==> src/rtl/slave_msg_collector.sv <==
// Round-robin collector that pops one slave message at a time and frames it for the host
// link as SYNC, ADDR, LEN, payload, CSUM.
//
// Ports:
//   clk, n_rst           system clock, asynchronous active-low reset
//   have_msg_bus         per-slave FIFO-not-empty flags
//   slave_data_bus       per-slave show-ahead FIFO head bytes, byte i at [8*i+7:8*i]
//   len_bus              per-slave pending message length bytes
//   rdreq_bus            one-cycle pop strobe to the granted slave
//   tx_data, tx_valid    registered byte stream to the host link
//   tx_ready             host link accepts the current byte
//   busy                 high from grant until the CSUM byte is accepted
//   err_underflow        sticky flag: granted slave ran dry mid-message
//   clr_err              synchronous clear of err_underflow

module slave_msg_collector #(
    parameter int         N_SLAVES  = 9,
    parameter logic [7:0] SYNC_BYTE = 8'h55
) (
    input  logic                  clk,
    input  logic                  n_rst,
    input  logic [N_SLAVES-1:0]   have_msg_bus,
    input  logic [8*N_SLAVES-1:0] slave_data_bus,
    input  logic [8*N_SLAVES-1:0] len_bus,
    output logic [N_SLAVES-1:0]   rdreq_bus,
    output logic [7:0]            tx_data,
    output logic                  tx_valid,
    input  logic                  tx_ready,
    output logic                  busy,
    output logic                  err_underflow,
    input  logic                  clr_err
);

    localparam int IDX_W = (N_SLAVES > 1) ? $clog2(N_SLAVES) : 1;

    typedef enum logic [2:0] {
        IDLE,
        HDR_SYNC,
        HDR_ADDR,
        HDR_LEN,
        DATA,
        CSUM,
        CSUM_WAIT
    } state_t;

    state_t           state_q;
    logic [IDX_W-1:0] sel_q;
    logic [IDX_W-1:0] last_grant_q;
    logic [7:0]       len_q;
    logic [7:0]       cnt_q;
    logic [7:0]       csum_q;

    logic [7:0]       len_arr [N_SLAVES];
    logic [7:0]       dat_arr [N_SLAVES];

    logic             hit;
    logic [IDX_W-1:0] pick;
    logic             load_ok;
    logic             data_ok;
    logic [7:0]       sel_byte;
    logic [7:0]       pay_byte;

    for (genvar g = 0; g < N_SLAVES; g++) begin : g_unpack
        assign len_arr[g] = len_bus[8*g +: 8];
        assign dat_arr[g] = slave_data_bus[8*g +: 8];
    end

    // A new byte may enter the output register when it is empty or draining.
    assign load_ok  = !tx_valid | tx_ready;
    assign sel_byte = 8'(sel_q);
    assign data_ok  = have_msg_bus[sel_q];
    assign pay_byte = data_ok ? dat_arr[sel_q] : 8'h00;

    // Round-robin scan starting just after the last grant.
    // Zero-length messages are not eligible.
    always_comb begin
        hit  = 1'b0;
        pick = '0;
        for (int k = 1; k <= N_SLAVES; k++) begin
            int c;
            c = (int'(last_grant_q) + k) % N_SLAVES;
            if (!hit && have_msg_bus[IDX_W'(c)] &&
                len_arr[IDX_W'(c)] != 8'd0) begin
                hit  = 1'b1;
                pick = IDX_W'(c);
            end
        end
    end

    // The pop must coincide with the cycle the head byte is captured,
    // so the strobe is decoded from the current state, not registered.
    always_comb begin
        rdreq_bus = '0;
        if (state_q == DATA && load_ok && data_ok) begin
            rdreq_bus[sel_q] = 1'b1;
        end
    end

    always_ff @(posedge clk or negedge n_rst) begin
        if (!n_rst) begin
            state_q       <= IDLE;
            sel_q         <= '0;
            last_grant_q  <= IDX_W'(N_SLAVES - 1);
            len_q         <= 8'h00;
            cnt_q         <= 8'h00;
            csum_q        <= 8'h00;
            tx_data       <= 8'h00;
            tx_valid      <= 1'b0;
            busy          <= 1'b0;
            err_underflow <= 1'b0;
        end else begin
            if (clr_err) begin
                err_underflow <= 1'b0;
            end
            // Accepted byte leaves; a load below re-asserts valid.
            if (tx_valid && tx_ready) begin
                tx_valid <= 1'b0;
            end
            unique case (state_q)
                IDLE: begin
                    if (hit) begin
                        sel_q        <= pick;
                        len_q        <= len_arr[pick];
                        last_grant_q <= pick;
                        busy         <= 1'b1;
                        state_q      <= HDR_SYNC;
                    end
                end
                HDR_SYNC: begin
                    if (load_ok) begin
                        tx_data  <= SYNC_BYTE;
                        tx_valid <= 1'b1;
                        state_q  <= HDR_ADDR;
                    end
                end
                HDR_ADDR: begin
                    if (load_ok) begin
                        tx_data  <= sel_byte;
                        tx_valid <= 1'b1;
                        csum_q   <= sel_byte;
                        state_q  <= HDR_LEN;
                    end
                end
                HDR_LEN: begin
                    if (load_ok) begin
                        tx_data  <= len_q;
                        tx_valid <= 1'b1;
                        csum_q   <= csum_q ^ len_q;
                        cnt_q    <= len_q;
                        state_q  <= DATA;
                    end
                end
                DATA: begin
                    if (load_ok) begin
                        tx_data  <= pay_byte;
                        tx_valid <= 1'b1;
                        csum_q   <= csum_q ^ pay_byte;
                        cnt_q    <= cnt_q - 8'd1;
                        // Pad with zero and keep going so the frame
                        // length always matches the advertised LEN.
                        if (!data_ok) begin
                            err_underflow <= 1'b1;
                        end
                        if (cnt_q == 8'd1) begin
                            state_q <= CSUM;
                        end
                    end
                end
                CSUM: begin
                    if (load_ok) begin
                        tx_data  <= csum_q;
                        tx_valid <= 1'b1;
                        state_q  <= CSUM_WAIT;
                    end
                end
                CSUM_WAIT: begin
                    if (tx_ready) begin
                        busy    <= 1'b0;
                        state_q <= IDLE;
                    end
                end
                default: begin
                    state_q <= IDLE;
                end
            endcase
        end
    end

endmodule

==> config.mk <==
export PLATFORM = sky130hd
export DESIGN_NAME = slave_msg_collector
export DESIGN_NICKNAME = d
export VERILOG_FILES = /design/src/rtl/slave_msg_collector.sv
export SDC_FILE = /design/constraint.sdc
export NUM_CORES = 1
export LEC_CHECK = 0
export ABC_AREA = 1
export CAP_MARGIN = 10
export CORE_ASPECT_RATIO = 0.5
export CORE_MARGIN = 2
export CORE_UTILIZATION = 45
export CTS_CLUSTER_DIAMETER = 150
export DETAILED_ROUTE_END_ITERATION = 6
export PLACE_DENSITY = 0.69
export SLEW_MARGIN = 20
export SYNTH_ARGS = -nofsm -noshare
export SYNTH_HDL_FRONTEND = slang
export SYNTH_SLANG_ARGS = --single-unit
==> constraint.sdc <==
create_clock -name clk -period 7.14 [get_ports clk]
set_input_delay 2.142 -clock clk [delete_from_list [all_inputs] [get_ports clk]]
set_output_delay 2.142 -clock clk [all_outputs]
set_load 0.03 [all_outputs]
==> implementation parameters <==
Parameter                              Value

Global route
  Wire length of the first global-routing pass ... 68300 um
  Number of antenna violations at the first check in global routing ... 1
  Residual overflow from global routing ... 0
  Largest net degree at the start of global routing ... 50
  Combined global-route utilization of all metal layers ... 0.341
  Via count of the first global-routing pass ... 12100

Final layout
  Fraction of final layout cells with drive strength greater than 1 ... 0.0853
  Final cell count without fillers ... 2372
  Area overhead of the layout relative to synthesis ... 21.0%
  Nets ... 2277

Timing
  Final sum of negative setup slack ... 0 ns
  Relative slew slack ... 0.358
  Post-route clock period utilization ... 0.942
  Minimum clock period after layout ... 6.73 ns
  Final setup violating endpoints ... 0
  Final Hold Vio Count ... 0
  Maximum clock frequency ... 149 MHz
  Setup ws final ... 0.411 ns
  Final max-slew violation count ... 0
  Transition time of the tightest slew-check pin ... 0.963 ns
  Unrepaired setup endpoints after global routing ... no
  Final setup skew ... 0.00497 ns

Floorplan
  Vertical extent of the die ... 113 um
  # IOs ... 177
  Die width ... 221 um
  Core Region ... 0.0230 sq mm
  Initial cell density of the core ... 0.463
  Cell Rows ... 39
  Die Outline Area ... 0.0249 sq mm

Worst setup path
  Cell breakdown of the critical path ... clkdlybuf4s50_1 -> inv_1 -> a21oi_1 -> o21ai_0 -> nand4_1 -> nand2_1 -> nor2_1 -> inv_1 -> nor3_1 -> clkdlybuf4s50_1
  Setup CP Type ... in -> out
  Worst reg2reg path depth ... 33
  Required time of the worst setup path ... 5.00 ns
  Data arrival time of the worst path ... 4.59 ns
  Worst Setup Start Kind ... input port
  Count of cell instances traversed by the critical path ... 10
  End of the worst register-to-register path ... len_q[5]
  Slowest-stage cell, CP ... clkdlybuf4s50_1
  CP Max Fanout ... 8
  Combined buffer and inverter count along the critical path ... 4
  Worst flop-to-flop path startpoint ... sel_q[1]
  Sort of element at the end of the critical path ... output pin
  Cell class contributing the biggest share of worst-path delay ... buffers and inverters
  Reg-to-reg setup timing slack ... 0.63 ns
  Maximum cell stage delay along the critical path ... 0.70 ns

Clock network
  Quantity of hold-fixing buffers added after cts ... 0
  Reg clk slew, reported paths ... 0.06 ns
  Number of levels in the clock H-tree ... 2
  Clk buf depth ... 2
  Insertion delay to the later sink of the worst-skew pair ... 0.29 ns
  Num CTS Buffers ... 5
  Number of cells upsized or downsized after cts ... 0
  TritonCTS clock tree ... built
  Library cell used as clock root buffer ... clkbuf_16
  Count of clock tree sinks ... 43
  Number of setup buffers added after CTS ... 0

Route
  Pre-Repair DR Iteration Count ... 7
  Average detailed-routed wire length per instance ... 18.5 um
  First-iteration detailed-routing DRC count ... 1819
  Post-Route WL ... 44000 um
  Post-DRT Antenna Nets ... 0
  Remaining design rule violation count ... 2
  Via density per instance ... 5.70
  Via Count ... 13500

Placed design
  Port buffer count ... 176
  Weighted congestion at the end of routability-driven global placement ... 1.07
  HPWL Detailed ... 34300 um
  Worst slack at placement ... 0.490 ns
  Count of placed standard cells including taps ... 2363

Synth
  Number of enable flip-flop cells after synthesis ... 0
  Area of the mapped netlist ... 0.0106 sq mm
  Share of synthesized flip-flops with an asynchronous set or reset ... 1.00
  Top cells by area, synth ... nand2_1 (18%), nand3_1 (16%), dfrtp_1 (9.9%), inv_1 (8.1%), ha_1 (6.7%)
  Biggest area consumer among synthesized cells ... nand2_1
  Top-area cell type share of the netlist area ... 0.181
  Syn avg cell area ... 5.57 sq um
  Sequential share of the synthesized area ... 0.101
  Most used flip-flop cell after synthesis ... dfrtp_1
  Synthesized netlist cell count ... 1907
  Unique masters post-synth ... 57
  Most numerous cell in the Yosys netlist ... nand2_1
  Synthesis-stage register bit count ... 43
  Yosys warns ... 0
  Leading post-synthesis cells by instance count ... nand2_1 (513), nand3_1 (347), inv_1 (228)
  Post-synthesis net count ... 2121

Min path
  Hold EP ... csum_q[6]
  Worst Hold Depth ... 1
  Origin of the worst min-delay path ... csum_q[6]
  Hold Path Class ... reg -> reg

Job
  Max-Cap Viols ... 0

Outcome
  Failing checks ... design-rule violations
  Run status ... finished, violations left
[cell type report]
class / count / area [sq um]
diodes: 1 / 2.50
clock buffers: 7 / 153
clock inverters: 1 / 7.51
fillers: 2408 / 10100
inverters: 258 / 973
multi-input cells: 1538 / 8200
flip-flops and latches: 43 / 1080
well taps: 307 / 384
repair buffers: 217 / 2060
[metal layers]
layer  wire length [um]  global-route usage  part of all wire  vias to the layer above
met5                  0                   0                 0                        -
li1                   -                   -                 -                     6656
met3               5050              0.0623              0.11                      117
met2              17800               0.506              0.40                      700
met1              19800               0.503              0.45                     6057
met4               1360              0.0886             0.031                        0
[metrics by stage]
stage | hold WS, ns | area, sq um | util
4_1_cts | 0.484 | 12900 | 0.559
2_1_floorplan | 0.449 | 10600 | -
3_3_place_gp | 0.467 | 12700 | 0.552
5_1_grt | 0.500 | 12900 | 0.559
6_report | 0.486 | 12900 | 0.559
3_5_place_dp | 0.473 | 12700 | 0.552
[cells by family (layout without fill, tap and decap cells)]
| group | Yosys count | after routing | synth area share |
|---|---|---|---|
| AO/OA/AOI/OAI | 294 | 294 | 0.170 |
| XOR/XNOR | 29 | 29 | 0.0285 |
| adder cells (fa/ha/maj) | 57 | 57 | 0.0671 |
| buffers and inverters | 326 | 483 | 0.129 |
| flip-flops | 43 | 43 | 0.101 |
| other | 0 | 1 | 0 |
| AND/OR/NAND/NOR | 1158 | 1158 | 0.504 |
[placed cells by master, fill, tap and decap left out, types with 3 or more instances in the layout]
| cell type | netlist | layout |
|---|---|---|
| o21ai_1 | 17 | 17 |
| a211oi_1 | 7 | 7 |
| nand3_4 | 3 | 3 |
| inv_1 | 228 | 228 |
| nor3_1 | 16 | 16 |
| a22o_1 | 3 | 3 |
| nor4_1 | 10 | 8 |
| o21ai_4 | 3 | 3 |
| dfrtp_1 | 42 | 41 |
| nor2_4 | 4 | 4 |
| o221ai_1 | 10 | 10 |
| o21ai_0 | 117 | 117 |
| xnor2_1 | 3 | 3 |
| buf_4 | 9 | 41 |
| nor2_1 | 154 | 154 |
| nand2_2 | 35 | 35 |
| o211ai_1 | 28 | 28 |
| clkdlybuf4s50_1 | 0 | 175 |
| nand2_4 | 9 | 9 |
| o21ai_2 | 4 | 4 |
| inv_2 | 23 | 23 |
| nor2_2 | 5 | 5 |
| nand3b_1 | 19 | 19 |
| a31oi_1 | 12 | 12 |
| a21oi_1 | 54 | 54 |
| nand3_2 | 13 | 13 |
| or2_2 | 5 | 5 |
| nand2_1 | 513 | 513 |
| o2111ai_1 | 6 | 6 |
| xor2_1 | 21 | 21 |
| clkinv_1 | 6 | 6 |
| o31ai_1 | 4 | 4 |
| nand4_1 | 18 | 18 |
| clkbuf_16 | 0 | 5 |
| ha_1 | 57 | 57 |
| o22ai_1 | 13 | 13 |
| a221oi_1 | 6 | 6 |
| xor2_2 | 3 | 3 |
| nand3_1 | 347 | 347 |
[worst max-delay path by stage]
stage                    startpoint      endpoint  slack [ns]
finish              have_msg_bus[5]  rdreq_bus[5]        0.41
global route               sel_q[1]      len_q[7]        0.06
CTS                 have_msg_bus[5]  rdreq_bus[3]        0.48
detailed placement  have_msg_bus[5]  rdreq_bus[3]        0.49
global placement    have_msg_bus[5]  rdreq_bus[2]        0.55
floorplan                  sel_q[0]      len_q[3]        0.89
[flip-flops by register name, indices dropped and copies added (netlist names)]
register / cells
sel_q: 4
cnt_q: 8
len_q: 8
tx_data: 8
csum_q: 8
busy: 1
tx_valid: 1
err_underflow: 1
state_q: 3
last_grant_q: 1
Power is left out: the tool's default activity adds up to more than one toggle a clock period on the data nets, which glitch-free logic cannot reach.
